`config.mk`:
```
export PLATFORM = sky130hd
export DESIGN_NAME = mem_arbiter
export DESIGN_NICKNAME = d
export VERILOG_FILES = /design/src/rtl/mem_arb_defs.sv /design/src/rtl/rr_arb2.sv /design/src/rtl/mem_arbiter.sv
export SDC_FILE = /design/constraint.sdc
export NUM_CORES = 1
export LEC_CHECK = 0
export ABC_AREA = 1
export BUFFER_PORTS_ARGS = -buffer_cell sky130_fd_sc_hd__clkbuf_2
export CAP_MARGIN = 20
export CELL_PAD_IN_SITES_DETAIL_PLACEMENT = 0
export CELL_PAD_IN_SITES_GLOBAL_PLACEMENT = 1
export CORE_ASPECT_RATIO = 1.75
export CORE_MARGIN = 2
export CORE_UTILIZATION = 34
export CTS_BUF_LIST = sky130_fd_sc_hd__clkbuf_16
export CTS_CLUSTER_SIZE = 24
export DETAILED_ROUTE_END_ITERATION = 7
export GPL_TIMING_DRIVEN = 0
export PLACE_DENSITY_LB_ADDON = 0.2
export REMOVE_ABC_BUFFERS = 1
export SLEW_MARGIN = 0
export SYNTH_ARGS = -nofsm -noshare
export SYNTH_HDL_FRONTEND = slang
export SYNTH_SLANG_ARGS = --single-unit
```
`constraint.sdc`:
```
create_clock -name clk -period 3.5 [get_ports clk]
set_input_delay 0.35 -clock clk [delete_from_list [all_inputs] [get_ports clk]]
set_output_delay 0.35 -clock clk [all_outputs]
set_load 0.03 [all_outputs]
```
`src/rtl/mem_arb_defs.sv`:
```
// Shared definitions for the instruction/data memory arbiter: FSM state
// encoding, requester port IDs and the default wait-for-ready limit.
package mem_arb_defs;

  // Arbiter FSM states. The encoding is visible on the state_dbg output of
  // mem_arbiter, so it is pinned explicitly here.
  typedef enum logic [1:0] {
    S_IDLE  = 2'd0,
    S_ISSUE = 2'd1,
    S_DONE  = 2'd2
  } arb_state_t;

  // Requester IDs, also used as the last-grant encoding.
  localparam logic PORT_INST = 1'b0;
  localparam logic PORT_DATA = 1'b1;

  // Default number of cycles to wait for m_ready before aborting.
  localparam int TIMEOUT_DEFAULT = 16;

endpackage

```
`src/rtl/rr_arb2.sv`:
```
// Two-way round-robin pick between the instruction and data requesters.
// Purely combinational; the last-grant register lives in the parent.
module rr_arb2
  import mem_arb_defs::*;
(
  input  logic req_inst,
  input  logic req_data,
  input  logic last_grant,
  output logic winner
);

  // On a tie, the requester that was not served last wins; otherwise the
  // single active requester wins. With no request the output is don't-care
  // and defaults to INST.
  always_comb begin
    winner = PORT_INST;
    if (req_inst && req_data) begin
      winner = ~last_grant;
    end else if (req_data) begin
      winner = PORT_DATA;
    end
  end

endmodule

```
`src/rtl/mem_arbiter.sv`:
```
// Arbiter sharing one memory port between an instruction-fetch requester and
// a data requester. One transaction at a time: IDLE -> ISSUE -> DONE -> IDLE.
//
// Handshakes:
//   Requester side: i_req/d_req are levels sampled only in IDLE. The winner's
//   addr/we/wdata are captured on the grant edge, so the requester may change
//   or drop them afterwards. Completion is a one-cycle *_done pulse with the
//   read data already valid on *_rdata in the same cycle.
//   Memory side: m_ce high means a request is presented; m_addr, m_we and
//   m_wdata stay stable while m_ce is high. The transfer completes on the
//   first rising edge where m_ce && m_ready, with m_rdata sampled at that
//   edge. If m_ready has not been seen after TIMEOUT ISSUE cycles, the
//   transaction is aborted: done pulses with rdata = 0 and err pulses with it.
module mem_arbiter
  import mem_arb_defs::*;
#(
  parameter int TIMEOUT = TIMEOUT_DEFAULT
) (
  input  logic        clk,
  input  logic        rst,
  // instruction fetch port
  input  logic        i_req,
  input  logic [31:0] i_addr,
  output logic [31:0] i_rdata,
  output logic        i_done,
  // data port
  input  logic        d_req,
  input  logic        d_we,
  input  logic [31:0] d_addr,
  input  logic [31:0] d_wdata,
  output logic [31:0] d_rdata,
  output logic        d_done,
  // memory port
  output logic        m_ce,
  output logic        m_we,
  output logic [31:0] m_addr,
  output logic [31:0] m_wdata,
  input  logic [31:0] m_rdata,
  input  logic        m_ready,
  // status
  output logic        busy,
  output logic        err,
  output logic [1:0]  state_dbg
);

  // Wait counter just wide enough to hold TIMEOUT.
  localparam int WCW = $clog2(TIMEOUT + 1);
  // Value of the counter during the last permitted ISSUE cycle.
  localparam logic [WCW-1:0] WAIT_LAST = WCW'(TIMEOUT - 1);

  arb_state_t     state;
  arb_state_t     state_nxt;
  logic           last_grant;
  logic           grant;
  logic           winner;
  logic           any_req;
  logic           ready_hit;
  logic           timeout_hit;
  logic [WCW-1:0] wait_cnt;

  assign any_req   = i_req | d_req;
  assign ready_hit = (state == S_ISSUE) && m_ready;
  // m_ready has priority: a ready arriving in the last permitted cycle
  // completes normally instead of timing out.
  assign timeout_hit = (state == S_ISSUE) && !m_ready && (wait_cnt == WAIT_LAST);

  rr_arb2 u_rr_arb2 (
    .req_inst   (i_req),
    .req_data   (d_req),
    .last_grant (last_grant),
    .winner     (winner)
  );

  // State register.
  always_ff @(posedge clk) begin
    if (!rst) begin
      state <= S_IDLE;
    end else begin
      state <= state_nxt;
    end
  end

  // Next-state logic; requests are only looked at in IDLE.
  always_comb begin
    state_nxt = state;
    case (state)
      S_IDLE: begin
        if (any_req) begin
          state_nxt = S_ISSUE;
        end
      end
      S_ISSUE: begin
        if (ready_hit || timeout_hit) begin
          state_nxt = S_DONE;
        end
      end
      S_DONE: begin
        state_nxt = S_IDLE;
      end
      default: begin
        state_nxt = S_IDLE;
      end
    endcase
  end

  // Datapath: grant capture, memory request, wait counting and completion.
  always_ff @(posedge clk) begin
    if (!rst) begin
      last_grant <= PORT_INST;
      grant      <= PORT_INST;
      wait_cnt   <= '0;
      m_ce       <= 1'b0;
      m_we       <= 1'b0;
      m_addr     <= '0;
      m_wdata    <= '0;
      i_rdata    <= '0;
      d_rdata    <= '0;
      i_done     <= 1'b0;
      d_done     <= 1'b0;
      err        <= 1'b0;
    end else begin
      // done and err are single-cycle pulses by default
      i_done <= 1'b0;
      d_done <= 1'b0;
      err    <= 1'b0;
      case (state)
        S_IDLE: begin
          if (any_req) begin
            grant      <= winner;
            last_grant <= winner;
            wait_cnt   <= '0;
            m_ce       <= 1'b1;
            if (winner == PORT_DATA) begin
              m_addr  <= d_addr;
              m_we    <= d_we;
              m_wdata <= d_wdata;
            end else begin
              // instruction fetches are always reads
              m_addr  <= i_addr;
              m_we    <= 1'b0;
              m_wdata <= '0;
            end
          end
        end
        S_ISSUE: begin
          if (ready_hit) begin
            m_ce <= 1'b0;
            if (grant == PORT_DATA) begin
              // writes also return whatever memory drives on m_rdata
              d_rdata <= m_rdata;
              d_done  <= 1'b1;
            end else begin
              i_rdata <= m_rdata;
              i_done  <= 1'b1;
            end
          end else if (timeout_hit) begin
            m_ce <= 1'b0;
            err  <= 1'b1;
            if (grant == PORT_DATA) begin
              d_rdata <= '0;
              d_done  <= 1'b1;
            end else begin
              i_rdata <= '0;
              i_done  <= 1'b1;
            end
          end else begin
            wait_cnt <= wait_cnt + WCW'(1);
          end
        end
        default: begin
          // S_DONE: the done/err pulse is on the outputs this cycle
        end
      endcase
    end
  end

  assign busy      = (state != S_IDLE);
  assign state_dbg = state;

endmodule
```
Word-level counts from Yosys, hierarchy flattened
Index checks and enable logic that the tools add are counted. Widths: inputs -> output; s select.

Bits of input ports: 134. Logic and storage cells: 77. Register bits: 141. Output and inout port bits: 136.

Equal/unequal tests: 11. Reductions and logical operators: 18. Bitwise logic cells: 4. $add $sub $neg: 1. Muxes and demuxes: 31.

Operators by type and width (count): $mux 32 (10); $mux 5 (3); $ne 2x2->1 const B (7); $mux 1 (13); $reduce_and 4->1 (3); $pmux 5 s2 (1); $reduce_and 2->1 (3); $reduce_bool 2->1 (3); $add 5x1->5 const B (1); $eq 5x4->1 const B (1); $logic_and 1x1->1 (4); $mux 2 (2); $pmux 2 s2 (1); $ne 3x3->1 const B (1); $not 1->1 (3); $reduce_and 3->1 (1); $reduce_or 3->1 (1); $eq 2x1->1 const B (1); $logic_not 2->1 (1); $ne 2x1->1 const B (1); $pmux 1 s2 (1); $logic_not 1->1 (1); $logic_or 1x1->1 (1); $or 1x1->1 (1).

Longest topological paths before layout
Gate-level depths: netlist (run 1).

Depth after elaboration: 6. Gate-level depth with buffers: 11. Mapped depth without buffers: 10.

By module
Synthesis (run 1) repeated with hierarchy kept, for this count alone.

Cell total of the unflattened synthesis: 910. Area, all modules: 6019.5 um^2.

Modules (own cells, without submodules): mem_arbiter (sequential area each 2822.7 um^2, cells each 908, instances 1, area an instance 6007.0 um^2); rr_arb2 (sequential area each 0.0 um^2, cells each 2, instances 1, area an instance 12.5 um^2).

Least setup slack after synthesis (run 1)
OpenSTA, ideal clock, no wires.

Kind: register -> register. From: register wait_cnt[0]. To: register i_rdata[23]. Cell stages (with the launch flop): 12. Required time: 3386 ps. Buffers on the path: 2. Arrival: 1617 ps. Setup slack: 1770 ps. Setup time: 114 ps. Period minus slack after synthesis: 1730 ps. Cells stage by stage: dfxtp_1 -> ha_1 -> nand2_1 -> nor2_1 -> ha_1 -> inv_1 -> a21oi_1 -> nand2_1 -> buf_2 -> buf_2 -> a21oi_1 -> nor2_1.

Cells in the longest elaborated chain, start to end: 4. Elaborated cells on any way between the ends: 5. Those cells by class: eq/ne (2); reduce/logical (3).

RTL lines: start: declaration (RTL line mem_arbiter.sv:59) `logic [WCW-1:0] wait_cnt;`; start signal: assignment (RTL line mem_arbiter.sv:167) `wait_cnt <= wait_cnt + WCW'(1);`; $eq 5x4->1 (*) (RTL line mem_arbiter.sv:65) `assign timeout_hit = (state == S_ISSUE) && !m_ready && (wait_cnt == WAIT_LAST);`; $logic_and 1x1->1 (*) (RTL line mem_arbiter.sv:65); $ne 2x2->1 (no source line) or $reduce_bool 2->1 (tied branches); $reduce_and 4->1 (no source line) (*); end signal: assignment (RTL line mem_arbiter.sv:153) `i_rdata <= m_rdata;`; end: declaration (RTL line mem_arbiter.sv:24) `output logic [31:0] i_rdata,`.

Every way passes the cells marked *; elsewhere a longest branch is shown, timed or not. A chain may end at the register's enable or synchronous reset.

Final worst setup path (run 1)
From: register state[1], in the netlist state_dbg[1]. To: register m_addr[29].

Cells in the longest elaborated chain, start to end: 2.

RTL lines: start: declaration (RTL line mem_arbiter.sv:51) `arb_state_t state;`; start signal: assignment (RTL line mem_arbiter.sv:79) `state <= state_nxt;`; $logic_not 2->1 (RTL line mem_arbiter.sv:126) `case (state)`; $reduce_and 2->1 (no source line); end signal: assignment (RTL line mem_arbiter.sv:134) `m_addr <= d_addr;`; end signal: assignment (RTL line mem_arbiter.sv:139) `m_addr <= i_addr;`; end: declaration (RTL line mem_arbiter.sv:36) `output logic [31:0] m_addr,`.

Every way passes these cells.

==> reports/qor.yml, run 1 <==
yosysSeqAreaShare_pct: 46.51
cts.htree.levels: 4
placed_cells: 1395
layout_common_cells: "291 x nand2_1, 268 x clkbuf_2, 205 x nor2_1"
path_max_fanout: 64
drt_first_pass_iters: 4
fill_cells: 2010
critPathMaxStageDelay_ns: 0.88
final_nets: 1319
rsz0062_at_grt: "false"
max_freq_mhz: 428.3
core_um2: 17460
grt_pass1_vias: 5708
final-setup-viol-count: 0
async_flop_share_pct: 0
io_pins: 270
gp_routability_congestion: 0.7764
rows: 64
worstSetupPathType: "flop to flop"
seq_power_share_pct: 40.5
fin_setup_tns_ns: 0
run_status: "completed"
final_area_um2: 8178
fp.dieH_um: 180.8
dieArea_um2: 18980
hpwl_um: 11900
grt_pass1_wl_um: 27650
viasPerCell: 4.307
peakVddDrop_mv: 0.2914
arrival_ns: 2.64
synthFlopType: "dfxtp_1"
swShare_pct: 32.17
clkLatencyLatePin_ns: 0.42
post_synth.cell_area_avg_um2: 6.450
hold_buffers: 0
wl_per_cell_um: 11.89
cpMaxStageDelayCell: "inv_2"
cts-root-buf: "clkbuf_16"
startpoint_type: "flop"
reg2regPathDepth: 6
synth_warnings: 0
switching_power_mw: 1.417
fin_crit_sh_pct: 66.71
period_minus_slack_ns: 2.335
post_cts_resized: 0
power.density_nw_per_um2: 538.6
cts.clk_slew.worst_paths_ns: 0.06
cts_tree: "built"
start_util_pct: 34.77
num_antenna_cells: 0
syn_area_um2: 6070
postRouteWirelength_um: 16970
critPathRequiredTime_ns: 3.81
hp-class: "input port to flop"
die_width_um: 105
grtUsageTotal_pct: 18.00
cts_buffer_depth: 2
maxSlewHeadroom_pct: 34.97
antenna_found_initial: 0
synth_edf_count: 0
cp-end-kind: "flop"
port_buffers: 269
vias: 6146
drtIter0Drc: 158
clock-skew-final_ns: 0.006893
crit_top_cell: "nor2_1"
grt_max_degree: 65
intPower_mw: 2.988
slew_violations: 0
worstPathCellList: "nor2_1 > nand2_1 > inv_2 > nand2_1 > nor2_1 > nor2_1"
syn_to_final_growth_pct: 34.74
postSynthCellCount: 941
hold_viol: 0
placed_cell_area_um2: 7615
combPwrFrac_pct: 20.2
ys_types: 22
final_cell_count_no_fill: 1427
p_clk_share_pct: 39.3
timing.max_cap.violations: 0
cts_buffers: 17
synth_seq_cells: 141
cts.sinks: 141
tightest_slew_ns: 0.9731
overflow: 0
power_mw: 4.405
cts_setup_buffers: 0
drc: 0
postRouteAntennaNets: 0
hold_depth: 2
drive_above_1_share_pct: 26.25
p_leak_nw: 4.495
final_common_cell: "nand2_1"
## cells by family (layout without fill, tap and decap cells)
group,after synthesis,count (layout),share of synthesized area [%]
and+or+nand+nor,509,509,31.97
buffers and inverters,181,436,12.14
adders and majority gates,2,2,0.4122
DFF,141,141,46.51
AOI/OAI and AO/OA,108,108,8.967
## synth_stat cells, types with 3 or more instances
| cell | count | area share (%) |
|---|---|---|
| nor2_1 | 205 | 13 |
| buf_4 | 5 | 0.62 |
| nand2_1 | 293 | 18 |
| inv_1 | 126 | 7.8 |
| buf_6 | 3 | 0.56 |
| dfxtp_1 | 141 | 47 |
| clkbuf_1 | 26 | 1.6 |
| buf_1 | 5 | 0.31 |
| o21ai_0 | 35 | 2.9 |
| buf_2 | 13 | 1.1 |
| and2_1 | 4 | 0.41 |
| a21oi_1 | 72 | 5.9 |
## worst paths after layout
path,start,to,slack [ns]
max,state_dbg[1],m_addr[29],1.17
min,m_ready,err,0.12
max reg2reg,state_dbg[1],m_addr[29],1.17
min reg2reg,m_ce,m_ce,0.46
## flip-flops by register name (all words and copies together), names as in the netlist
| register | cells |
|---|---|
| m_wdata | 32 |
| m_ce | 1 |
| i_rdata | 32 |
| grant | 1 |
| i_done | 1 |
| d_rdata | 32 |
| wait_cnt | 5 |
| d_done | 1 |
| err | 1 |
| m_addr | 32 |
| m_we | 1 |
| state_dbg | 2 |
## layout make-up
| class | count | area [um^2] | area share (%) |
|---|---|---|---|
| flip-flops and latches | 141 | 2823 | 34.52 |
| multi-input cells | 619 | 2527 | 30.91 |
| repair buffers | 275 | 1491 | 18.24 |
| inverters | 129 | 484.2 | 5.921 |
| clock buffers | 17 | 425.4 | 5.202 |
| well taps | 231 | 289.0 | 3.534 |
| clock inverters | 15 | 137.6 | 1.683 |
## critical path: cells and delay by family, from the launching register on
family / cells / cell delay [ns]
buffers and inverters: 1 / 0.88
DFF: 1 / 0.34
and+or+nand+nor: 5 / 0.97
## layer usage
layer  track usage, %  vias to the layer above  routed length [um]
li1                 -                     3272                   -
met1            19.89                     2676                6903
met2            31.43                      169                8512
met3            5.447                       29                1078
met4            8.160                        0                 480
met5                0                        -                   0
## power by group through the flow
stage / Clock, mW / Combinational (mW) / Sequential (mW)
floorplan: 0 / 0.337 / 2.05
global placement: 0 / 0.888 / 1.82
detailed placement: 0 / 0.904 / 1.82
CTS: 1.79 / 0.907 / 1.78
global route: 1.86 / 0.992 / 1.80
finish: 1.73 / 0.890 / 1.78
## metrics by stage
stage / hold slack, ns / utilization [%] / worst slack (ns)
2_1_floorplan: 0.4284 / - / 1.053
3_3_place_gp: 0.4481 / 42.69 / -0.8217
3_5_place_dp: 0.4531 / 43.62 / 1.105
4_1_cts: 0.09844 / 46.85 / 1.086
5_1_grt: 0.1131 / 46.85 / 0.8390
6_report: 0.1214 / 46.85 / 1.165
Note: power is estimated with default switching activity, not from simulation.
==> inputs of run 2 (changes only) <==
--- a/config.mk
+++ b/config.mk
@@ -5,7 +5,7 @@
 export SDC_FILE = /design/constraint.sdc
 export NUM_CORES = 1
 export LEC_CHECK = 0
-export ABC_AREA = 1
+export ABC_AREA = 0
 export BUFFER_PORTS_ARGS = -buffer_cell sky130_fd_sc_hd__clkbuf_2
 export CAP_MARGIN = 20
 export CELL_PAD_IN_SITES_DETAIL_PLACEMENT = 0
==> constraint.sdc (replaced) <==
create_clock -name clk -period 2.2 [get_ports clk]
set_input_delay 0.22 -clock clk [delete_from_list [all_inputs] [get_ports clk]]
set_output_delay 0.22 -clock clk [all_outputs]
set_load 0.03 [all_outputs]
==> run 2 against run 1 <==
Critical path depth rose by 1. Count of clock-buffer cells in the layout did not move. Maximum frequency rose by 13%. Combinational power rose by 61%. Largest cell class is now multi-input gates.
==> reports/qor.yml, run 2 <==
yosysSeqAreaShare_pct: 45.73
r2r-start: "wait_cnt[0]"
port_buffers: 269
hp-class: "input port to flop"
power.density_nw_per_um2: 856.0
period_minus_slack_ns: 2.065
combPwrFrac_pct: 20.1
worstSetupPathType: "flop to flop"
p_leak_nw: 3.441
max_freq_mhz: 484.4
final-setup-viol-count: 0
postRouteAntennaNets: 0
antenna_found_initial: 0
fill_cells: 1815
io_pins: 270
fin_crit_sh_pct: 93.84
hold_viol: 0
multi_input_area_um2: 2950
cts_buffers: 17
vias: 6332
hpwl_um: 13370
ff2ff_setup_slack_ns: 0.14
num_antenna_cells: 0
cts_tree: "built"
arrival_ns: 2.38
reg2regPathDepth: 7
synthFlopType: "dfxtp_1"
grtUsageTotal_pct: 20.93
swShare_pct: 32.90
final_nets: 1022
timing.max_cap.violations: 0
switching_power_mw: 2.350
final_common_cell: "clkbuf_2"
critPathMaxStageDelay_ns: 0.42
critPathRequiredTime_ns: 2.51
dieArea_um2: 19290
layout_common_cells: "269 x clkbuf_2, 140 x dfxtp_1, 136 x a21oi_1"
yosysTopAreaCellShare_pct: 45.73
post_synth.cell_area_avg_um2: 9.281
synthTopCellsByCount: "141 x dfxtp_1, 136 x a21oi_1, 97 x nand4_1"
rsz0062_at_grt: "false"
p_clk_share_pct: 40.7
hold_start: "d_wdata[21]"
rows: 65
regArea_um2: 2824
drt_first_pass_iters: 5
synth_edf_count: 0
hold_buffers: 0
run_status: "completed"
critPathBufInv: 1
startpoint_type: "flop"
peakVddDrop_mv: 0.4651
gp_routability_congestion: 0.7693
setup_slack_ns: 0.1355
drc: 0
drtIter0Drc: 285
postRouteWirelength_um: 20730
placed_cell_area_um2: 7637
slew_violations: 0
synth_warnings: 0
maxSlewHeadroom_pct: 44.44
viasPerCell: 5.589
die_width_um: 105.9
path_max_fanout: 5
syn_area_um2: 6172
worstPathCellList: "ha_1 > and3_1 > ha_2 > nor4b_4 > buf_4 > nand2b_1 > a311oi_1"
utilization_pct: 46.64
intPower_mw: 4.793
critPathTopFamily: "simple AND/OR/NAND/NOR gates"
grt_pass1_wl_um: 32980
cts-root-buf: "clkbuf_16"
grt_pass1_vias: 6211
fp.dieH_um: 182.2
place_ws_ns: -0.5691
final_area_um2: 8344
drive_above_1_share_pct: 41.05
hold-path-endpoint: "m_wdata[21]"
hold_depth: 3
cts_buffer_depth: 2
cpMaxStageDelayCell: "nor4b_4"
reg2reg_to: "wait_cnt[2]"
clkLatencyLatePin_ns: 0.41
synth_top_cell_by_area: "dfxtp_1"
syn_to_final_growth_pct: 35.19
ys_types: 32
postSynthCellCount: 665
tightest_slew_ns: 0.8325
clock-skew-final_ns: 0.01079
seq_power_share_pct: 39.2
cts.htree.levels: 4
grt_max_degree: 74
cts.clk_slew.worst_paths_ns: 0.07
synth_seq_cells: 141
overflow: 0
cts.sinks: 141
synth.area.top_cells: "dfxtp_1 46%, a21oi_1 11%, nand4_1 9.8%, o31ai_1 7.8%, a211oi_2 6.1%"
async_flop_share_pct: 0
wl_per_cell_um: 18.29
synth.most_common_cell: "dfxtp_1"
start_util_pct: 34.50
core_um2: 17890
cp-end-kind: "flop"
[run 2: metal layers]
metal | global-route usage, % | wire length, um
met5 | 0 | 0
met4 | 7.947 | 523
met3 | 5.143 | 1303
met2 | 36.10 | 10760
met1 | 24.91 | 8137
[run 2: cell families after synthesis]
group / after synthesis / synth area share [%]
adder cells (fa/ha/maj): 2 / 0.4054
AND/OR/NAND/NOR: 121 / 12.22
buffers and inverters: 94 / 7.298
AO/OA/AOI/OAI: 275 / 29.15
multiplexers: 32 / 5.190
flip-flops: 141 / 45.73
[run 2: metrics by stage]
| stage | hold WS (ns) | power [mW] | setup TNS (ns) | std cells |
|---|---|---|---|---|
| 2_1_floorplan | 0.2958 | 3.671 | -235.42 | 575 |
| 5_1_grt | 0.03564 | 7.458 | 0 | 1133 |
| 4_1_cts | 0.02324 | 7.209 | 0 | 1127 |
| 3_5_place_dp | 0.4618 | 4.254 | -26.62 | 1089 |
| 3_3_place_gp | 0.4556 | 4.148 | -451.98 | 1078 |
| 6_report | 0.04122 | 7.143 | 0 | 1133 |
[run 2: worst max-delay path by stage]
| stage | startpoint | endpoint | slack (ns) | cells after the start |
|---|---|---|---|---|
| floorplan | state_dbg[1] | m_addr[0] | -2.94 | 4 |
| global placement | state_dbg[1] | m_addr[0] | -4.78 | 4 |
| detailed placement | state_dbg[1] | m_addr[0] | -0.57 | 5 |
| CTS | wait_cnt[0] | i_rdata[14] | 0.009 | 7 |
| global route | wait_cnt[0] | d_rdata[20] | 0.009 | 6 |
| finish | wait_cnt[0] | wait_cnt[2] | 0.14 | 7 |
[run 2: repair_timing]
| item | CTS | global route |
|---|---|---|
| cloned | 4 | 0 |
| pin swaps | 2 | 2 |
| resized for setup | 1 | 2 |
| buffers inserted | 2 | 5 |
| setup endpoints to repair | 112 | 55 |
[run 2: power groups by stage]
stage	logic (mW)	clock network, mW	registers, mW
after floorplan	0.527	0	3.14
after global placement	1.28	0	2.87
after detailed placement	1.40	0	2.85
after CTS	1.43	2.98	2.80
after global routing	1.54	3.10	2.82
final	1.43	2.91	2.80
[run 2: worst register-to-register path: stages, from the launching register on]
cell and delay (ns):
dfxtp_1 0.35, ha_1 0.24, and3_1 0.20, ha_2 0.24, nor4b_4 0.42, buf_4 0.19, nand2b_1 0.06, a311oi_1 0.27
[run 2: layout make-up]
cell class	instances	share of cell area, %
Clock buffer	17	5.098
Multi-Input combinational cell	432	35.36
Clock inverter	15	2.024
Timing Repair inverter	2	0.1200
Timing Repair Buffer	288	19.76
Inverter	4	0.2849
Tap cell	234	3.509
Sequential cell	141	33.84
==> inputs of run 3 (changes only) <==
--- a/config.mk
+++ b/config.mk
@@ -9,10 +9,10 @@
 export BUFFER_PORTS_ARGS = -buffer_cell sky130_fd_sc_hd__clkbuf_2
 export CAP_MARGIN = 20
 export CELL_PAD_IN_SITES_DETAIL_PLACEMENT = 0
-export CELL_PAD_IN_SITES_GLOBAL_PLACEMENT = 1
+export CELL_PAD_IN_SITES_GLOBAL_PLACEMENT = 2
 export CORE_ASPECT_RATIO = 1.75
 export CORE_MARGIN = 2
-export CORE_UTILIZATION = 34
+export CORE_UTILIZATION = 27
 export CTS_BUF_LIST = sky130_fd_sc_hd__clkbuf_16
 export CTS_CLUSTER_SIZE = 24
 export DETAILED_ROUTE_END_ITERATION = 7
==> run 3 against run 2 <==
Combinational power barely moved. Core utilization fell by 9.6 points. Cell count rose by 5.3%. Via count fell by 0.57%. Critical path depth fell by 3. Power fell by 4.3%. Maximum frequency rose by 1.2%. Global-route usage fell by 2.5 points. Final area barely moved. Worst setup slack improved by 0.025 ns. Critical endpoint is now d_rdata[13]. Largest power group is now registers. Highest routed layer unchanged.
==> reports/qor.yml, run 3 (synthesized netlist as in run 2, its figures left out) <==
run_status: "completed"
p_leak_nw: 3.404
syn_to_final_growth_pct: 35.27
wl_per_cell_um: 18.72
dieArea_um2: 24130
path_max_fanout: 36
final-setup-viol-count: 0
antenna_found_initial: 0
port_buffers: 269
fp.dieH_um: 204.0
final_nets: 1017
worstSetupStartpoint: "state_dbg[1]"
slew_violations: 0
worstSetupPathType: "flop to flop"
hold_viol: 0
start_util_pct: 27.36
grtUsageTotal_pct: 18.45
grt_pass1_wl_um: 35780
hold_buffers: 0
postRouteWirelength_um: 22330
hpwl_um: 14560
cts.sinks: 141
drc: 0
core_um2: 22560
reg2regPathDepth: 4
cts_tree: "built"
r2r-start: "state_dbg[1]"
fin_setup_tns_ns: 0
grt_max_degree: 105
crit_end: "d_rdata[13]"
die_width_um: 118.3
cts-root-buf: "clkbuf_16"
tightest_slew_ns: 0.8713
grt_pass1_vias: 6617
place_ws_ns: -0.3360
cts_buffer_depth: 2
reg2reg_to: "d_rdata[13]"
rsz0062_at_grt: "false"
power.density_nw_per_um2: 818.7
startpoint_type: "flop"
clock-skew-final_ns: 0.006325
maxSlewHeadroom_pct: 41.91
setup_slack_ns: 0.1608
timing.max_cap.violations: 0
io_pins: 270
drtIter0Drc: 308
vias: 6296
hp-class: "input port to flop"
postRouteAntennaNets: 0
cpMaxStageDelayCell: "nand2b_2"
cts_buffers: 17
overflow: 0
critPathMaxStageDelay_ns: 0.78
max_freq_mhz: 490.4
drt_first_pass_iters: 4
critPathRequiredTime_ns: 2.54
final_common_cell: "clkbuf_2"
final_area_um2: 8349
fin_crit_sh_pct: 92.69
cts.htree.levels: 4
arrival_ns: 2.38
num_antenna_cells: 0
drive_above_1_share_pct: 39.87
peakVddDrop_mv: 0.5052
viasPerCell: 5.277
cts.clk_slew.worst_paths_ns: 0.06
period_minus_slack_ns: 2.039
ff2ff_setup_slack_ns: 0.16
layout_common_cells: "269 x clkbuf_2, 140 x dfxtp_1, 136 x a21oi_1"
cp-end-kind: "flop"
rows: 73
power_mw: 6.836
placed_cell_area_um2: 7765
clkLatencyLatePin_ns: 0.42
gp_routability_congestion: 0.7050
worstPathCellList: "nand2b_2 > buf_12 > o31ai_1 > a21oi_1"
-- run 3: changes by cell type in the layout (fill, tap and decap cells not counted), sizes merged --
cell | before | now
clkinv | 3 | 9
inv | 14 | 6
buf | 19 | 15
-- run 3: worst min-delay path by stage --
stage,to,cells past startpoint,startpoint,slack [ns]
3_3_place_gp,d_rdata[21],2,d_rdata[21],0.46
2_1_floorplan,err,1,m_ready,0.30
5_1_grt,m_wdata[15],3,d_wdata[15],0.02
4_1_cts,m_wdata[15],3,d_wdata[15],0.006
3_5_place_dp,i_rdata[27],2,i_rdata[27],0.46
6_report,m_wdata[27],3,d_wdata[27],0.04
-- run 3: stage by stage --
step | util, % | hold WS [ns] | cells
global placement | 33.06 | 0.4553 | 1144
floorplan | - | 0.2958 | 575
CTS | 36.95 | 0.006101 | 1192
finish | 37.01 | 0.04079 | 1193
global route | 37.01 | 0.02450 | 1193
detailed placement | 34.42 | 0.4624 | 1156
-- run 3: worst max-delay path: cells and delay by family (launching register included) --
kind                   cells  cell delay (ns)
DFF                        1             0.59
AOI/OAI and AO/OA          2             0.27
and+or+nand+nor            1             0.78
buffers and inverters      1             0.28
-- run 3: repair_timing --
action                                  4_1_cts  5_1_grt
gates cloned                                  3        0
setup buffers                                 2        1
pin swaps                                     2        1
resized for setup                             3        2
endpoints found under the setup margin       94        3
endpoints found under the hold margin         0        0
-- run 3: power by group --
group | internal (mW) | switching, mW | total [mW]
registers | 2.71 | 0.100 | 2.81
clock network | 1.50 | 1.08 | 2.58
logic | 0.466 | 0.980 | 1.45
-- run 3: final cells by class --
cell class / count / area (um^2)
clock buffer: 17 / 425.4
clock inverter: 14 / 88.84
fill: 2390 / 14210
inverter: 4 / 23.77
multi-input combinational: 432 / 2960
sequential: 141 / 2826
tap: 300 / 375.4
timing repair buffer: 284 / 1644
timing repair inverter: 1 / 5.005
-- run 3: layer usage --
metal / GRT usage [%] / up-vias / part of all wire, %
met3: 5.218 / 27 / 5.7
met1: 19.69 / 3069 / 39
met2: 34.04 / 208 / 53
met4: 7.057 / 0 / 2.0
li1: - / 2992 / -
met5: 0 / - / 0
